File: src/rtl/imem_loader_pkg.sv
// imem_loader_pkg: shared types and constants for the instruction-memory loader.
//   loader_state_t : loader FSM state encoding (also exported on the debug port)
//   HDR_BYTES      : bytes in a frame header (ADDR_HI, ADDR_LO, LEN_HI, LEN_LO)
//   DEF_MEM_BYTES  : default instruction memory size in bytes
package imem_loader_pkg;

  typedef enum logic [2:0] {
    IDLE,
    H_AH,
    H_AL,
    H_LH,
    H_LL,
    PAYLOAD,
    CHECK
  } loader_state_t;

  localparam int HDR_BYTES     = 4;
  localparam int DEF_MEM_BYTES = 128;

endpackage

File: src/rtl/imem_loader_xsum.sv
// imem_loader_xsum: running XOR of every byte accepted in a frame.
//   clk, reset : clock and synchronous active-high reset
//   clear      : zero the accumulator (start of a new frame)
//   en         : fold din into the accumulator this cycle
//   din        : byte to fold in
//   acc        : XOR of all bytes folded in since the last clear
module imem_loader_xsum (
  input  logic       clk,
  input  logic       reset,
  input  logic       clear,
  input  logic       en,
  input  logic [7:0] din,
  output logic [7:0] acc
);

  always_ff @(posedge clk) begin
    if (reset || clear) begin
      acc <= 8'h00;
    end else if (en) begin
      acc <= acc ^ din;
    end
  end

endmodule

File: src/rtl/imem_loader.sv
// imem_loader: receives a framed byte stream and writes its payload into the
// byte-addressed instruction memory, holding the CPU for the duration.
// Frame: ADDR_HI, ADDR_LO, LEN_HI, LEN_LO, LEN payload bytes [, XSUM].
// Optional feature macro: IMEM_LOADER_XSUM_EN (adds the trailing XOR checksum
// byte and the CHECK state; without it no accumulator is built).
// Ports:
//   clk, reset            : clock, synchronous active-high reset
//   start                 : begin a load (only looked at in IDLE)
//   rx_data/rx_valid      : incoming stream byte and its valid
//   rx_ready              : loader will take a byte this cycle
//   mem_we/addr/wdata     : registered byte write port to iMem
//   busy, done, error     : load in progress, completion pulse, sticky fault
//   cpu_hold              : stall the CPU while high
//   dbg_state             : current FSM state
// Handshake: a byte moves on any rising edge where rx_valid and rx_ready are
// both high; the producer holds rx_data stable while rx_valid is high and not
// yet accepted. rx_ready is registered and depends only on loader state.
module imem_loader
  import imem_loader_pkg::*;
#(
  parameter int ADDR_W    = 16,
  parameter int MEM_BYTES = DEF_MEM_BYTES
) (
  input  logic              clk,
  input  logic              reset,
  input  logic              start,
  input  logic [7:0]        rx_data,
  input  logic              rx_valid,
  output logic              rx_ready,
  output logic              mem_we,
  output logic [ADDR_W-1:0] mem_addr,
  output logic [7:0]        mem_wdata,
  output logic              busy,
  output logic              done,
  output logic              error,
  output logic              cpu_hold,
  output loader_state_t     dbg_state
);

  loader_state_t     state;
  logic              xfer;
  logic [7:0]        addr_hi;
  logic [7:0]        len_hi;
  logic [ADDR_W-1:0] cur;
  logic [ADDR_W-1:0] remaining;
  logic [ADDR_W-1:0] len_w;
  logic [ADDR_W:0]   end_addr;
  logic              too_long;

  assign xfer      = rx_valid & rx_ready;
  assign dbg_state = state;

  // Length completes on the LEN_LO byte itself; the range check uses one
  // extra bit so ADDR+LEN cannot wrap back into range.
  always_comb begin
    len_w    = ADDR_W'({len_hi, rx_data});
    end_addr = {1'b0, cur} + {1'b0, len_w};
    too_long = end_addr > (ADDR_W + 1)'(MEM_BYTES);
  end

`ifdef IMEM_LOADER_XSUM_EN
  logic [7:0] xsum_acc;
  logic       xsum_pass;

  imem_loader_xsum u_xsum (
    .clk   (clk),
    .reset (reset),
    .clear (state == IDLE && start),
    .en    (xfer),
    .din   (rx_data),
    .acc   (xsum_acc)
  );

  // The XSUM byte itself is folded in here so the verdict is available on
  // the same edge it is accepted.
  assign xsum_pass = (xsum_acc ^ rx_data) == 8'h00;
`endif

  always_ff @(posedge clk) begin
    if (reset) begin
      state     <= IDLE;
      rx_ready  <= 1'b0;
      mem_we    <= 1'b0;
      mem_addr  <= '0;
      mem_wdata <= 8'h00;
      busy      <= 1'b0;
      done      <= 1'b0;
      error     <= 1'b0;
      cpu_hold  <= 1'b0;
      addr_hi   <= 8'h00;
      len_hi    <= 8'h00;
      cur       <= '0;
      remaining <= '0;
    end else begin
      mem_we <= 1'b0;
      done   <= 1'b0;
      case (state)
        IDLE: begin
          if (start) begin
            state    <= H_AH;
            rx_ready <= 1'b1;
            busy     <= 1'b1;
            cpu_hold <= 1'b1;
            error    <= 1'b0;
          end
        end
        H_AH: begin
          if (xfer) begin
            addr_hi <= rx_data;
            state   <= H_AL;
          end
        end
        H_AL: begin
          if (xfer) begin
            cur   <= ADDR_W'({addr_hi, rx_data});
            state <= H_LH;
          end
        end
        H_LH: begin
          if (xfer) begin
            len_hi <= rx_data;
            state  <= H_LL;
          end
        end
        H_LL: begin
          if (xfer) begin
            remaining <= len_w;
            if (too_long) begin
              state    <= IDLE;
              rx_ready <= 1'b0;
              busy     <= 1'b0;
              cpu_hold <= 1'b0;
              error    <= 1'b1;
            end else if (len_w == '0) begin
`ifdef IMEM_LOADER_XSUM_EN
              state <= CHECK;
`else
              state    <= IDLE;
              rx_ready <= 1'b0;
              busy     <= 1'b0;
              cpu_hold <= 1'b0;
              done     <= 1'b1;
`endif
            end else begin
              state <= PAYLOAD;
            end
          end
        end
        PAYLOAD: begin
          if (xfer) begin
            mem_we    <= 1'b1;
            mem_addr  <= cur;
            mem_wdata <= rx_data;
            cur       <= cur + ADDR_W'(1);
            remaining <= remaining - ADDR_W'(1);
            if (remaining == ADDR_W'(1)) begin
`ifdef IMEM_LOADER_XSUM_EN
              state <= CHECK;
`else
              // Final write and done land on the same cycle.
              state    <= IDLE;
              rx_ready <= 1'b0;
              busy     <= 1'b0;
              cpu_hold <= 1'b0;
              done     <= 1'b1;
`endif
            end
          end
        end
        CHECK: begin
`ifdef IMEM_LOADER_XSUM_EN
          if (xfer) begin
            state    <= IDLE;
            rx_ready <= 1'b0;
            busy     <= 1'b0;
            cpu_hold <= 1'b0;
            if (xsum_pass) begin
              done <= 1'b1;
            end else begin
              error <= 1'b1;
            end
          end
`else
          state    <= IDLE;
          rx_ready <= 1'b0;
          busy     <= 1'b0;
          cpu_hold <= 1'b0;
`endif
        end
        default: begin
          state    <= IDLE;
          rx_ready <= 1'b0;
          busy     <= 1'b0;
          cpu_hold <= 1'b0;
        end
      endcase
    end
  end

endmodule
File: config.mk
export PLATFORM = sky130hd
export DESIGN_NAME = imem_loader
export DESIGN_NICKNAME = d
export VERILOG_FILES = /design/src/rtl/imem_loader_pkg.sv /design/src/rtl/imem_loader_xsum.sv /design/src/rtl/imem_loader.sv
export SDC_FILE = /design/constraint.sdc
export NUM_CORES = 1
export LEC_CHECK = 0
export ABC_AREA = 1
export CORE_MARGIN = 3
export CORE_UTILIZATION = 35
export CTS_BUF_LIST = sky130_fd_sc_hd__clkbuf_16
export CTS_CLUSTER_DIAMETER = 120
export DETAILED_ROUTE_END_ITERATION = 12
export SLEW_MARGIN = 20
export SYNTH_ARGS = -nofsm -noshare
export SYNTH_HDL_FRONTEND = slang
export SYNTH_SLANG_ARGS = --single-unit
File: constraint.sdc
create_clock -name clk -period 2.7 [get_ports clk]
set_input_delay 0.27 -clock clk [delete_from_list [all_inputs] [get_ports clk]]
set_output_delay 0.27 -clock clk [all_outputs]
set_load 0.02 [all_outputs]
==> results_dict.tcl <==
set metrics [dict create \
    switching_share_pct 31.9 \
    ys_ff_latch 79 \
    clockPowerShare_pct 37.4 \
    fin_ws_ps 382 \
    cts-root-buf "clkbuf_16" \
    min_period_over_period_pct 85.8 \
    fmax_mhz 431 \
    path_max_fanout 4 \
    viasPerCell 4.89 \
    antenna_cells 0 \
    cp_data_arrival_time_ps 2560 \
    drt-total-wl_mm 13.4 \
    ys_warn_count 0 \
    cts.repair.resized 0 \
    numPortBuffers 44 \
    core-area_um2 13300 \
    avgSynthCellArea_um2 6.57 \
    grt_start_max_net_pins 37 \
    first_pass_iters 5 \
    drtAntennaViolNets 0 \
    maxCapViolations 0 \
    die-area_um2 15300 \
    grt.busiest_layer "met2" \
    cts.path.max_buffers 2 \
    pwr-share-comb_pct 26.7 \
    htree_levels 3 \
    die_y_um 124 \
    vias 4714 \
    drt_iter0_drc 275 \
    status "complete, no violations" \
    antenna_found_initial 0 \
    fin_skew_ps 5.02 \
    syn-num-nets 768 \
    netlist_instances 736 \
    seq_power_share_pct 35.9 \
    p_leak_nw 2.57 \
    tns_ps 0 \
    cts.hold.buffers_added 0 \
    rsz0062_at_grt "no" \
    power.internal_mw 2.49 \
    p_sw_mw 1.17 \
    drive_gt1_share_pct 8.38 \
    fp.dieW_um 124 \
    hold_viol 0 \
    grt_usage_pct 18.4 \
    cts_inserted_buffers 9 \
    dp_slack_ps 13.4 \
    drc 0 \
    clk_latency_ps 350 \
    slew_headroom_pct 61.3 \
    synthDistinctLibCells 42 \
    grt_pass1_vias 4313 \
    post-route-min-period_ps 2320 \
    ios 45 \
    pwr_density_cell_nw_per_um2 626 \
    grtUsageMet1_pct 26.3 \
    dp_hpwl_mm 10.0 \
    setup_viol 0 \
    final_common_cell "nand2_1" \
    most-common-layout-cells "nand2_1 (159), nor2_1 (95), inv_1 (83)" \
    path_class "input port to register" \
    slew_viol_final 0 \
    wire_per_inst_um 13.9 \
    start_kind "input port" \
    vdd_drop_max_v 0.000385 \
    cts_sinks 79 \
    syn-cell-area_um2 4830 \
    grt_pass1_wl_mm 21.8 \
    overflow 0 \
    layout.nets 817 \
    worst_pin_slew_ps 580 \
    grtUsageMet3_pct 3.75 \
    gp_congestion 0.872 \
    synthToLayoutAreaGrowth_pct 20.8 \
    worstHoldPathType "register to register" \
    placementRows 42 \
    end_kind "register" \
    start_util_pct 36.2 \
    ys_seq_area_share_pct 32.7 \
    fillers 1462 \
    tritoncts "built" \
    cts_setup_buffers 0 \
    path_clk_slew_ps 60 \
    required_ps 2940 \
    grtUsageMet2_pct 27.4 \
]
## through the flow
step                instances  hold WS [ps]  area, um2  total power [mW]  utilization (%)
detailed placement        950           443       5520              2.31             41.3
floorplan                 736           405       4830              2.01                -
global route              964           471       5840              3.85             43.7
finish                    964           448       5840              3.66             43.7
global placement          950           443       5520              2.31             41.3
CTS                       964           452       5840              3.68             43.7
## worst max-delay path, cell delays in order
cell,delay [ps]
clkdlybuf4s50_1,460
ha_1,250
fa_1,420
nand3_1,140
nand2_2,90
nand2_1,70
nand3_2,80
nand2_1,70
nand2_1,40
nor2_1,80
nand3_1,80
nor2_2,180
nand3_2,130
a21oi_1,140
nor2_1,60
## state kept, by name (all words and copies together), names as in the netlist
signal	flops
len_hi	8
done	1
cur	16
addr_hi	8
error	1
remaining	16
mem_we	1
mem_wdata	8
cpu_hold	1
mem_addr	16
dbg_state	3
## cell usage after synthesis (all sizes together)
cell    number  area share [%]
a21oi       69             7.6
dfxtp       79              33
o311ai       2            0.52
nand3       29             3.2
nand3b       2            0.31
buf         15             1.8
xor2        11             2.0
nor2       102             8.8
a311oi       2            0.36
or2          2            0.26
o211ai       5            0.78
a32o         1            0.21
nor3        11             1.1
xnor2        6             1.1
and3         1            0.13
a31oi        6            0.78
inv         92             7.1
nor4         6            0.78
fa           1            0.41
o21ai       81             8.4
o21bai       3            0.47
nand4        9             1.2
a221oi       1            0.31
a211oi       2            0.31
ha          19             4.9
nand2      166              13
clkbuf      12            0.96
nor3b        1            0.16
## cell families (layout without fill, tap and decap cells)
kind of cell,after synthesis,in the layout,synth area share (%)
adder cells (fa/ha/maj),20,20,5.33
buffers and inverters,119,171,9.94
AO/OA/AOI/OAI,172,172,19.7
flip-flops,79,79,32.7
XOR/XNOR,17,17,3.08
AND/OR/NAND/NOR,329,329,29.2
## worst paths after layout
| kind | from | end | slack [ps] | cells after the start |
|---|---|---|---|---|
| worst min register to register | error | error | 450 | 2 |
| worst max register to register | cur[0] | cpu_hold | 500 | 14 |
| worst max-delay path | rx_data[0] | cpu_hold | 380 | 15 |
| worst min-delay path | error | error | 450 | 2 |
## metal layers
| layer | vias up | part of all wire [%] |
|---|---|---|
| met2 | 108 | 43 |
| li1 | 2502 | - |
| met3 | 22 | 4.1 |
| met5 | - | 0 |
| met1 | 2082 | 51 |
| met4 | 0 | 2.1 |
## final cells by class
class	instances	area, um2	share of cell area (%)
multi-input cells	538	2770	47.4
flip-flops and latches	79	1580	27.1
repair buffers	65	598	10.2
inverters	92	345	5.91
clock buffers	9	225	3.86
well taps	176	220	3.77
clock inverters	5	98.8	1.69
## power by group through the flow
stage / Clock [mW] / Sequential [mW] / Combinational (mW)
4_1_cts: 1.39 / 1.32 / 0.979
6_report: 1.37 / 1.31 / 0.976
2_1_floorplan: 0 / 1.37 / 0.637
3_5_place_dp: 0 / 1.34 / 0.971
3_3_place_gp: 0 / 1.34 / 0.973
5_1_grt: 1.44 / 1.33 / 1.08
Power figures use the tool's default switching activity.
